## src/rtl/dla_launcher_pkg.sv

```systemverilog
// Shared types for the DLA layer launcher: FSM states, control-register selects
// and the buffered layer descriptor.
package dla_launcher_pkg;

  typedef enum logic [2:0] {
    ST_IDLE,
    ST_WR_MAP,
    ST_WR_SH1,
    ST_WR_SH2,
    ST_WR_START,
    ST_WAIT_DONE,
    ST_WR_CLEAR,
    ST_WAIT_IDLE
  } state_e;

  localparam logic [1:0] WSEL_MAPPING = 2'd0;
  localparam logic [1:0] WSEL_SHAPE1  = 2'd1;
  localparam logic [1:0] WSEL_SHAPE2  = 2'd2;
  localparam logic [1:0] WSEL_OPCFG   = 2'd3;

  typedef struct packed {
    logic [7:0]  id;
    logic [31:0] mapping;
    logic [31:0] shape1;
    logic [31:0] shape2;
    logic [31:0] op;
  } desc_t;

  // Bit 0 of the op-config register is the accelerator start bit.
  function automatic logic [31:0] op_with_start(input logic [31:0] op, input logic start);
    return {op[31:1], start};
  endfunction

endpackage

```

## src/rtl/desc_fifo.sv

```systemverilog
// Fall-through descriptor FIFO; pointers carry one extra wrap bit so that
// full and empty are distinguishable when the index bits match.
module desc_fifo
  import dla_launcher_pkg::*;
#(
  parameter int DEPTH = 4
) (
  input  logic  clk,
  input  logic  rst,
  input  logic  push,
  input  logic  pop,
  input  desc_t wr_data,
  output desc_t rd_data,
  output logic  full,
  output logic  empty
);

  localparam int AW = $clog2(DEPTH);

  desc_t          mem_q [DEPTH];
  logic  [AW:0]   wr_ptr_q, wr_ptr_d;
  logic  [AW:0]   rd_ptr_q, rd_ptr_d;
  logic           do_push, do_pop;

  assign empty   = (wr_ptr_q == rd_ptr_q);
  assign full    = (wr_ptr_q[AW] != rd_ptr_q[AW]) &&
                   (wr_ptr_q[AW-1:0] == rd_ptr_q[AW-1:0]);
  assign rd_data = mem_q[rd_ptr_q[AW-1:0]];

  // NOTE: every signal written in always_comb gets a default first, otherwise a latch is inferred.
  always_comb begin
    do_push  = push && !full;
    do_pop   = pop && !empty;
    wr_ptr_d = wr_ptr_q + (AW+1)'(do_push);
    rd_ptr_d = rd_ptr_q + (AW+1)'(do_pop);
  end

  // NOTE: sequential state uses non-blocking (<=) so all flops update from pre-edge values.
  always_ff @(posedge clk or negedge rst) begin
    if (!rst) begin
      wr_ptr_q <= '0;
      rd_ptr_q <= '0;
    end else begin
      wr_ptr_q <= wr_ptr_d;
      rd_ptr_q <= rd_ptr_d;
    end
  end

  // NOTE: storage is not reset; the pointers alone define which entries are valid.
  always_ff @(posedge clk) begin
    if (do_push) mem_q[wr_ptr_q[AW-1:0]] <= wr_data;
  end

endmodule

```

## src/rtl/dla_layer_launcher.sv

```systemverilog
// Host-side sequencer: buffers layer descriptors, programs the DLA control
// registers, starts each layer, waits for done and reports completion.
module dla_layer_launcher
  import dla_launcher_pkg::*;
#(
  parameter int          DESC_DEPTH     = 4,
  parameter int unsigned TIMEOUT_CYCLES = 0
) (
  input  logic        clk,
  input  logic        rst,
  input  logic        desc_valid,
  output logic        desc_ready,
  input  logic [7:0]  desc_id,
  input  logic [31:0] desc_mapping,
  input  logic [31:0] desc_shape1,
  input  logic [31:0] desc_shape2,
  input  logic [31:0] desc_op,
  output logic        ctrl_reg_w_en,
  output logic [1:0]  ctrl_reg_wsel,
  output logic [31:0] ctrl_reg_wdata,
  input  logic        dla_done,
  output logic        cpl_valid,
  input  logic        cpl_ready,
  output logic [7:0]  cpl_id,
  output logic [31:0] cpl_cycles,
  output logic        busy,
  input  logic        err_clr,
  output logic        err_timeout
);

  localparam logic [31:0] TIMEOUT_L = 32'(TIMEOUT_CYCLES);
  localparam bit          WDOG_EN   = (TIMEOUT_CYCLES != 0);

  state_e      state_q, state_d;
  desc_t       work_q, work_d;
  logic [31:0] cnt_q, cnt_d;
  logic        cpl_valid_q, cpl_valid_d;
  logic [7:0]  cpl_id_q, cpl_id_d;
  logic [31:0] cpl_cycles_q, cpl_cycles_d;
  logic        w_en_q, w_en_d;
  logic [1:0]  wsel_q, wsel_d;
  logic [31:0] wdata_q, wdata_d;
  logic        err_q, err_d;

  desc_t       fifo_wr, fifo_head;
  logic        fifo_pop, fifo_full, fifo_empty;
  logic        cpl_pop, wdog_hit;

  assign fifo_wr = '{id: desc_id, mapping: desc_mapping, shape1: desc_shape1,
                     shape2: desc_shape2, op: desc_op};

  desc_fifo #(
    .DEPTH (DESC_DEPTH)
  ) u_desc_fifo (
    .clk     (clk),
    .rst     (rst),
    .push    (desc_valid),
    .pop     (fifo_pop),
    .wr_data (fifo_wr),
    .rd_data (fifo_head),
    .full    (fifo_full),
    .empty   (fifo_empty)
  );

  // Sequencing, cycle counter, completion slot and watchdog.
  always_comb begin
    state_d      = state_q;
    work_d       = work_q;
    cnt_d        = cnt_q;
    cpl_valid_d  = cpl_valid_q;
    cpl_id_d     = cpl_id_q;
    cpl_cycles_d = cpl_cycles_q;
    err_d        = err_q;
    fifo_pop     = 1'b0;

    cpl_pop = cpl_valid_q && cpl_ready;
    if (cpl_pop) cpl_valid_d = 1'b0;

    unique case (state_q)
      // Holding off while done is still high keeps shape/mapping writes from being dropped.
      ST_IDLE: begin
        if (!fifo_empty && !dla_done) begin
          fifo_pop = 1'b1;
          work_d   = fifo_head;
          state_d  = ST_WR_MAP;
        end
      end
      ST_WR_MAP:   state_d = ST_WR_SH1;
      ST_WR_SH1:   state_d = ST_WR_SH2;
      ST_WR_SH2:   state_d = ST_WR_START;
      ST_WR_START: begin
        cnt_d   = '0;
        state_d = ST_WAIT_DONE;
      end
      ST_WAIT_DONE: begin
        if (!dla_done) begin
          if (cnt_q != '1) cnt_d = cnt_q + 32'd1;
        end else if (!cpl_valid_q || cpl_pop) begin
          cpl_valid_d  = 1'b1;
          cpl_id_d     = work_q.id;
          cpl_cycles_d = cnt_q;
          state_d      = ST_WR_CLEAR;
        end
      end
      ST_WR_CLEAR: state_d = ST_WAIT_IDLE;
      ST_WAIT_IDLE: begin
        if (!dla_done) state_d = ST_IDLE;
      end
      default: state_d = ST_IDLE;
    endcase

    // Fires once, on the increment that brings the counter to the threshold.
    wdog_hit = WDOG_EN && (state_q == ST_WAIT_DONE) && !dla_done &&
               (cnt_q != '1) && (cnt_q == TIMEOUT_L - 32'd1);
    if (err_clr)  err_d = 1'b0;
    if (wdog_hit) err_d = 1'b1;
  end

  // Write-port outputs are registered, so they are decoded from the next state.
  always_comb begin
    w_en_d  = 1'b0;
    wsel_d  = WSEL_MAPPING;
    wdata_d = '0;
    unique case (state_d)
      ST_WR_MAP: begin
        w_en_d  = 1'b1;
        wsel_d  = WSEL_MAPPING;
        wdata_d = work_d.mapping;
      end
      ST_WR_SH1: begin
        w_en_d  = 1'b1;
        wsel_d  = WSEL_SHAPE1;
        wdata_d = work_d.shape1;
      end
      ST_WR_SH2: begin
        w_en_d  = 1'b1;
        wsel_d  = WSEL_SHAPE2;
        wdata_d = work_d.shape2;
      end
      ST_WR_START: begin
        w_en_d  = 1'b1;
        wsel_d  = WSEL_OPCFG;
        wdata_d = op_with_start(work_d.op, 1'b1);
      end
      ST_WR_CLEAR: begin
        w_en_d  = 1'b1;
        wsel_d  = WSEL_OPCFG;
        wdata_d = op_with_start(work_d.op, 1'b0);
      end
      default: ;
    endcase
  end

  always_ff @(posedge clk or negedge rst) begin
    if (!rst) begin
      state_q      <= ST_IDLE;
      work_q       <= '0;
      cnt_q        <= '0;
      cpl_valid_q  <= 1'b0;
      cpl_id_q     <= '0;
      cpl_cycles_q <= '0;
      w_en_q       <= 1'b0;
      wsel_q       <= WSEL_MAPPING;
      wdata_q      <= '0;
      err_q        <= 1'b0;
    end else begin
      state_q      <= state_d;
      work_q       <= work_d;
      cnt_q        <= cnt_d;
      cpl_valid_q  <= cpl_valid_d;
      cpl_id_q     <= cpl_id_d;
      cpl_cycles_q <= cpl_cycles_d;
      w_en_q       <= w_en_d;
      wsel_q       <= wsel_d;
      wdata_q      <= wdata_d;
      err_q        <= err_d;
    end
  end

  assign desc_ready     = !fifo_full;
  assign busy           = (state_q != ST_IDLE) || !fifo_empty;
  assign ctrl_reg_w_en  = w_en_q;
  assign ctrl_reg_wsel  = wsel_q;
  assign ctrl_reg_wdata = wdata_q;
  assign cpl_valid      = cpl_valid_q;
  assign cpl_id         = cpl_id_q;
  assign cpl_cycles     = cpl_cycles_q;
  assign err_timeout    = err_q;

endmodule

```

## config.mk

```make
export PLATFORM = sky130hd
export DESIGN_NAME = dla_layer_launcher
export DESIGN_NICKNAME = d
export VERILOG_FILES = /design/src/rtl/dla_launcher_pkg.sv /design/src/rtl/desc_fifo.sv /design/src/rtl/dla_layer_launcher.sv
export SDC_FILE = /design/constraint.sdc
export NUM_CORES = 1
export LEC_CHECK = 0
export CAP_MARGIN = 20
export CORE_AREA = 2 2 299 301
export CTS_BUF_LIST = sky130_fd_sc_hd__clkbuf_16
export CTS_CLUSTER_DIAMETER = 120
export CTS_CLUSTER_SIZE = 14
export DETAILED_ROUTE_END_ITERATION = 8
export DIE_AREA = 0 0 301 303
export GPL_TIMING_DRIVEN = 0
export RECOVER_POWER = 25
export SYNTH_ARGS = -nofsm -noshare
export SYNTH_HDL_FRONTEND = slang
export SYNTH_SLANG_ARGS = --single-unit
```

## constraint.sdc

```tcl
create_clock -name clk -period 11.9 [get_ports clk]
set_clock_uncertainty 0.1 [all_clocks]
set_input_delay 1.19 -clock clk [delete_from_list [all_inputs] [get_ports clk]]
set_output_delay 1.19 -clock clk [all_outputs]
set_load 0.1 [all_outputs]
```

# Word-level counts from Yosys, hierarchy flattened
# Memory sizes are Yosys's and may differ from the RTL's.
# Index checks and enable logic that the tools add are counted.
# totals
regBits,253
ram_bits,544
memories,1
# classes
addsub,3
eq_ne,18
reduce_logical,19
n_mux,21
# memory_table
name,depth,word_bits,read_ports,rd_clocked_by_memory_dff,write_ports,line_no,source
u_desc_fifo.mem_q,4,136,1,0,1,desc_fifo.sv:20,desc_t mem_q [DEPTH];
# op_table
cell,n
$mux 128,2
$pmux 32 s5,1
$mux 32,2
$pmux 32 s2,1
$add 32x1->32 const B,1
$ne 32x32->1 const B,1
$pmux 3 s8,1
$eq 3x3->1 const B,6
$eq 3x2->1 const B,4
$mux 3,4
$mux 1,9
$add 3x1->3,2
$eq 3x1->1 const B,2
$pmux 2 s3,1
$reduce_and 3->1,2
$logic_and 1x1->1,5
$reduce_or 5->1,1
$logic_not 1->1,4
$ne 2x2->1 const B,2
$eq 3x3->1,1
$logic_not 3->1,1
$reduce_bool 3->1,1
$eq 2x2->1,1
$logic_or 1x1->1,2
other kinds (4),4

# Logic depth before layout (Yosys ltp)
# Gate-level depths: netlist of the first run.
# depth
ltp_word,8
mapped_depth,9

# Modules after synthesis
# From an unflattened synthesis of the first run, not the netlist that was laid out.
# hier_totals
hier_cells,1719
hier_area_um2,29455.8
# modules_own_cells
module,cells_per_inst,n_inst,area_each_um2
desc_fifo,742,1,20098.0
dla_layer_launcher,977,1,9357.7

# Least setup slack after synthesis of the first run
# OpenSTA, ideal clock, no wires.
# synth_timing
kind,register to register
startpoint,register u_desc_fifo.rd_ptr_q[0]
endpoint,memory u_desc_fifo.mem_q[1][100] in the netlist's numbering (enable)
arrival_ns,11.613
path_stages_with_launch,6
n_path_buf,1
setup_time_ns,0.823
path_slack_ns,-0.636
cell_sequence,dfrtp_1 > buf_2 > xnor2_1 > nand3b_1 > nand2_1 > nor3b_1
# synth_between
elab_chain_cells,6
# synth_lines
item,line_no,source
"start, declared",desc_fifo.sv:22,"logic [AW:0] rd_ptr_q, rd_ptr_d;"
"start signal, assigned",desc_fifo.sv:45,rd_ptr_q <= rd_ptr_d;
$eq 2x2->1,desc_fifo.sv:27,(wr_ptr_q[AW-1:0] == rd_ptr_q[AW-1:0]);
$logic_and 1x1->1,desc_fifo.sv:26,assign full = (wr_ptr_q[AW] != rd_ptr_q[AW]) &&
$logic_not 1->1,-,
net desc_ready,dla_layer_launcher.sv:12,"output logic desc_ready,"
$logic_and 1x1->1,desc_fifo.sv:32,do_push = push && !full;
$mux 1,desc_fifo.sv:51,if (do_push) mem_q[wr_ptr_q[AW-1:0]] <= wr_data;
$mux 1 (not written as such),desc_fifo.sv:51,
"end, declared",desc_fifo.sv:20,
# The timed path passes the listed nets, and every way through them passes these cells.

==> results of run 1 <==
==> metrics by stage <==
| step | setup WS (ps) | area (um^2) | TNS (ps) | hold WS [ps] |
|---|---|---|---|---|
| floorplan | 49.27 | 28890 | 0 | 340.3 |
| global placement | -8222 | 32510 | -1383940 | 360.9 |
| detailed placement | 7689 | 33140 | 0 | 364.1 |
| CTS | 6980 | 34900 | 0 | 380.3 |
| global route | 4426 | 34940 | 0 | 398.9 |
| finish | 5632 | 34950 | 0 | 376.6 |
==> kinds of logic (layout without fill, tap and decap cells) <==
logic type               Yosys count  count (layout)  synth area share [%]
buffers and inverters             96             462                 1.473
AND/OR/NAND/NOR                  482             482                 7.412
AO/OA/AOI/OAI                    160             160                 3.353
flip-flops                       760             760                 75.21
XOR/XNOR                           7               7                0.2123
other                              1               8               0.01298
adder cells (fa/ha/maj)            5               5                0.2166
multiplexers                     176             176                 12.11
==> state kept, by name, indices dropped and copies added (netlist names) <==
name	flops
cpl_cycles	32
ctrl_reg_w_en	1
u_desc_fifo.mem_q	540
ctrl_reg_wsel	2
cpl_id	8
u_desc_fifo.wr_ptr_q	3
u_desc_fifo.rd_ptr_q	3
ctrl_reg_wdata	32
cpl_valid	1
cnt_q	32
state_q	3
work_q	103
==> power by group through the flow <==
stage | sequential (mW) | combinational, mW | clock, mW
after floorplan | 4.38 | 1.29 | 0
after global placement | 4.03 | 2.62 | 0
after detailed placement | 3.87 | 2.79 | 0
after CTS | 3.81 | 2.80 | 1.90
after global routing | 3.86 | 2.95 | 1.99
final | 3.81 | 2.76 | 1.85
==> area by class of cell <==
cell class	instances	area share (%)
Clock inverter	51	0.6803
Clock buffer	61	4.368
Inverter	5	0.05371
Timing Repair Buffer	254	8.002
Antenna cell	7	0.05013
Tap cell	1165	4.171
Multi-Input combinational cell	831	19.36
Buffer	91	1.164
Sequential cell	760	62.16
==> worst max-delay path by stage <==
stage                                 start                        end  slack (ps)  depth (start not counted)
detailed placement               state_q[0]                       busy        7690                          4
finish                                  rst                 work_q[65]        5630                          1
CTS                              state_q[0]                       busy        6980                          4
global placement                 desc_valid   u_desc_fifo.mem_q[0][47]       -8220                          3
floorplan           u_desc_fifo.rd_ptr_q[0]  u_desc_fifo.mem_q[0][100]          50                          5
global route                            rst                 work_q[40]        4430                          1
==> worst register-to-register path: stages (launching register included) <==
cell and delay [ps]:
dfrtp_1 350, buf_2 310, xnor2_1 210, nand3b_1 230
nand2_1 190, nor3_2 680, buf_4 350, buf_6 180
buf_8 150, buf_6 160, buf_6 180
==> placed cells by master, fill, tap and decap left out, types with 7 or more instances in the layout <==
| cell type | netlist | layout |
|---|---|---|
| dfrtp_1 | 220 | 220 |
| buf_12 | 0 | 7 |
| mux4_2 | 135 | 135 |
| clkbuf_1 | 52 | 53 |
| clkdlybuf4s50_1 | 0 | 117 |
| buf_4 | 7 | 8 |
| buf_16 | 0 | 7 |
| nor2_1 | 17 | 16 |
| nand2b_1 | 11 | 11 |
| clkbuf_16 | 0 | 61 |
| nand4_1 | 8 | 8 |
| edfxtp_1 | 540 | 540 |
| buf_8 | 0 | 11 |
| o21ai_0 | 53 | 53 |
| a22oi_1 | 32 | 32 |
| buf_2 | 31 | 31 |
| diode_2 | 0 | 7 |
| or3_1 | 12 | 12 |
| a21oi_1 | 49 | 49 |
| inv_1 | 4 | 52 |
| nand2_1 | 347 | 347 |
| nand3_1 | 11 | 11 |
| dlygate4sd3_1 | 0 | 98 |
| buf_6 | 0 | 12 |
| mux2_2 | 38 | 38 |
| and3_1 | 46 | 45 |
==> routing by layer <==
layer	routed length, um	part of all wire (%)
met3	5053	6.9
met1	31590	43
met2	35360	48
met4	1543	2.1
met5	44	0.060
==> run_results.csv, run 1 <==
group,metric,value,unit
timing,tightestPinTransition,6016,ps
global_route,grt_pass1_vias,16406,
detailed_routing,route.vias.total,16147,
power_and_ir_drop,seq_power_share,45.3,%
die,rows,109,
placement,post-place-cells,3104,
global_route,overflow,0,
hold_path,hp-class,"reg2reg",
layout,seq_area,21720,um^2
clocking,h-tree-depth,2,
synth,synth_area,28880,um^2
setup_path,reg2reg_slack,8540,ps
clocking,post_cts_buffers,0,
synth,synth_ff_type,"edfxtp_1",
timing,post-route-period-util,52.67,%
setup_path,worstReg2RegEnd,"u_desc_fifo.mem_q[0][48]",
detailed_routing,dr.pass1.iters,5,
status,violations,"max-capacitance violations, max-slew violations",
setup_path,required,11080,ps
synth,synth_top_area_share,56.15,%
detailed_routing,drt_iter0_drc,1464,
power_and_ir_drop,powerDensity,240.9,nW/um^2
power_and_ir_drop,p_sw_share,35.44,%
synth,synth_nets,1834,
setup_path,worstPathCellList,"clkbuf_1",
die,die_height,303,um
timing,rsz0062_at_grt,"no",
detailed_routing,final_antenna_net_count,0,
die,start_util,32.83,%
setup_path,slowest_stage,"clkbuf_1",
die,dieArea,91200,um^2
setup_path,rr_startpoint,"u_desc_fifo.rd_ptr_q[0]",
synth,async_flop_share,28.95,%
setup_path,arrival,5450,ps
global_route,grt_max_degree,112,
setup_path,cpPeakStageDelay,4130,ps
power_and_ir_drop,ir_drop,0.0001880,V
clocking,cts-root-buf,"clkbuf_16",
synth,ys_ff_latch,760,
setup_path,path_buf_inv,1,
layout,synthToLayoutAreaGrowth,21.00,%
job,cap_violations,1,
timing,slew_viol_final,112,
synth,synth_common_cells,"edfxtp_1 (540), nand2_1 (347), dfrtp_1 (220)",
hold_path,hold_end,"work_q[130]",
setup_path,end_kind,"async pin",
synth,synth_area_per_cell,17.12,um^2
synth,synth.distinct_cells,54,
placement,portBuffers,216,
clocking,clock_latency,650,ps
detailed_routing,wl,73.59,mm
timing,setup_violations,0,
die,core_area,87970,um^2
hold_path,hold_start,"work_q[130]",
clocking,cts_hold_buf,0,
detailed_routing,wl_per_cell,22.82,um
timing,max_slew_margin,-301.1,%
clocking,clk_pin_slew_worst_paths,70,ps
synth,synthCells,1687,
layout,multiInputGateArea,6764,um^2
synth,synth_area_leaders,"edfxtp_1 (56%), dfrtp_1 (19%), mux4_2 (11%)",
timing,final_hold_viol_count,0,
global_route,antenna_found_initial,40,
global_route,grt_use_met2,26.39,%
layout,finish.utilization,39.73,%
placement,place_congestion,0.9052,
synth,synth_edf_count,540,
detailed_routing,vias_per_cell,5.007,
clocking,cts_resized,0,
power_and_ir_drop,power.total,8.420,mW
setup_path,cp-start-kind,"primary input",
detailed_routing,drcViolationCount,0,
layout,fin_cells,3225,
clocking,clock-sinks,760,
power_and_ir_drop,p_leak,12.96,nW
global_route,met3_usage,2.843,%
synth,yosys_warnings,0,
synth,synth-seq-area-share,75.21,%
hold_path,min_path_cells,2,
setup_path,crit_type,"in2async",
synth,synth_most_common_cell,"edfxtp_1",
status,status,"complete, but fails checks",
setup_path,path_max_fanout,111,
clocking,cts_tree,"yes",
timing,finalCriticalPeriod,6268,ps
setup_path,r2r_cells,10,
global_route,grtUsageMet1,22.45,%
clocking,numCtsBuffers,60,
power_and_ir_drop,power.switching,2.984,mW
global_route,track_usage,16.09,%
layout,fillers,7971,
power_and_ir_drop,p_int,5.436,mW
power_and_ir_drop,pwr-share-clk,21.9,%
die,io_pins,221,
die,die_width,301,um
layout,nets,2150,
global_route,grt_pass1_wl,108.2,mm
placement,dp_hpwl,52.43,mm
global_route,grt.busiest_layer,"met2",
timing,max_freq,159.5,MHz
power_and_ir_drop,combPwrFrac,32.8,%
synth,yosysTopAreaCell,"edfxtp_1",
setup_path,crit_family,"buffers and inverters",
clocking,cts_max_path_buffers,3,
layout,drive_above_1_share,15.98,%
Power figures use the tool's default switching activity.
==> inputs of run 2 (changes only) <==
Clock period 11.9 ns to 5.7 ns, I/O delays scaled along.
==> run 2 against run 1 <==
Sequential cell count did not move. Global-route usage fell by 0.15 points. Combinational power rose by 110%. Register-to-register slack got worse by 6000 ps. Largest power group unchanged. The run now ends clean.
==> run_results.csv, run 2 (synthesis gave the netlist of run 1 again) <==
group,metric,value,unit
setup_path,path_max_fanout,10,
power_and_ir_drop,p_leak,13.00,nW
timing,rsz0062_at_grt,"no",
setup_path,crit_type,"reg2out",
timing,setup_violations,0,
global_route,grt.busiest_layer,"met2",
clocking,clk_pin_slew_worst_paths,70,ps
hold_path,min_path_cells,3,
timing,finalCriticalPeriod,4184,ps
global_route,antenna_found_initial,42,
timing,max_freq,239.0,MHz
clocking,cts-root-buf,"clkbuf_16",
clocking,cts_tree,"yes",
timing,final_hold_viol_count,0,
layout,final_common_cell,"edfxtp_1",
setup_path,cp-start-kind,"register",
timing,finalSetupTns,0,ps
die,start_util,32.83,%
die,rows,109,
global_route,met3_usage,3.681,%
setup_path,rr_startpoint,"u_desc_fifo.rd_ptr_q[0]",
detailed_routing,dr.pass1.iters,7,
clocking,numCtsBuffers,60,
clocking,clock_latency,660,ps
power_and_ir_drop,powerDensity,502.2,nW/um^2
detailed_routing,wl_per_cell,22.57,um
timing,tightestPinTransition,1200,ps
detailed_routing,final_antenna_net_count,0,
detailed_routing,drt_iter0_drc,1191,
global_route,grtUsageMet1,21.27,%
hold_path,hold_end,"state_q[2]",
detailed_routing,drcViolationCount,0,
placement,portBuffers,216,
global_route,grt_max_degree,122,
clocking,cts_max_path_buffers,3,
clocking,clock-sinks,760,
global_route,grt_pass1_vias,16386,
hold_path,hold_start,"dla_done",
setup_path,end_kind,"output pin",
setup_path,startpoint,"state_q[0]",
setup_path,arrival,3510,ps
die,die_width,301,um
layout,synthToLayoutAreaGrowth,21.57,%
timing,slew_viol_final,0,
layout,largest_reg_flops,540,
die,dieArea,91200,um^2
setup_path,worstReg2RegEnd,"u_desc_fifo.mem_q[2][12]",
power_and_ir_drop,ir_drop,0.0003482,V
hold_path,hp-class,"in2reg",
clocking,h-tree-depth,2,
placement,post-place-cells,3098,
global_route,grt_use_met2,26.45,%
placement,dp_hpwl,51.67,mm
placement,place_congestion,0.8774,
die,core_area,87970,um^2
detailed_routing,wl,72.80,mm
clocking,cts_resized,0,
setup_path,required,5030,ps
status,status,"completed",
job,cap_violations,0,
global_route,track_usage,15.94,%
timing,post-route-period-util,73.39,%
detailed_routing,route.vias.total,15884,
timing,holdWs,236.7,ps
layout,finish.utilization,39.92,%
setup_path,reg2reg_slack,2500,ps
detailed_routing,vias_per_cell,4.925,
layout,fin_cells,3225,
global_route,grt_pass1_wl,106.9,mm
die,die_height,303,um
setup_path,r2r_cells,10,
layout,nets,2145,
global_route,overflow,0,
layout,final_cell_mix,"edfxtp_1 (540), nand2_1 (346), dfrtp_1 (219), mux4_2 (135), clkdlybuf4s50_1 (113)",
die,io_pins,221,
layout,drive_above_1_share,16.01,%
timing,max_slew_margin,19.72,%
[run 2: cell types whose count changed in the layout (fill, tap and decap cells not counted), sizes merged]
cell,previous run,this run
dlygate4sd3,98,103
inv,54,56
clkdlybuf4s50,117,113
buf,77,72
diode,7,11
clkbuf,114,112
[run 2: routing by layer]
layer,part of all wire (%),vias to the layer above
met5,0.17,-
met4,2.4,20
met3,7.1,142
met2,48,491
met1,42,8174
li1,-,7057
[run 2: worst max-delay path by stage]
stage,depth (start not counted),to
6_report,5,busy
5_1_grt,5,busy
4_1_cts,5,busy
3_5_place_dp,5,busy
3_3_place_gp,1,u_desc_fifo.wr_ptr_q[1]
2_1_floorplan,4,u_desc_fifo.mem_q[1][100]
[run 2: critical path, stage by stage, from the launching register on]
cell	delay [ps]
dfrtp_1	430
nor3_1	520
buf_4	250
clkbuf_1	440
nand4_1	170
clkdlybuf4s50_1	1050
[run 2: repair_timing]
action	in CTS	in global routing
hold buffers	1	0
buffers inserted	0	0
endpoints found under the hold margin	99	0
[run 2: power by group]
part	switching, mW	internal (mW)
sequential	0.576	7.38
clock	1.93	1.91
combinational	3.73	2.10
[run 2: layout make-up]
type,instances,area (um^2)
Clock buffer,60,1501
Fill cell,8052,52850
Antenna cell,11,27.53
Buffer,91,419.2
Sequential cell,760,21720
Multi-Input combinational cell,831,6807
Inverter,5,18.77
Timing Repair Buffer,249,2898
Tap cell,1165,1458
Clock inverter,53,261.5
[run 2: stage by stage]
stage / setup WS (ps) / area [um^2] / power [mW]
2_1_floorplan: -5.597 / 28960 / 11.78
3_3_place_gp: -6249 / 32580 / 13.74
3_5_place_dp: 2234 / 33270 / 13.98
4_1_cts: 1525 / 35040 / 17.84
5_1_grt: 1402 / 35090 / 18.46
6_report: 1516 / 35110 / 17.64
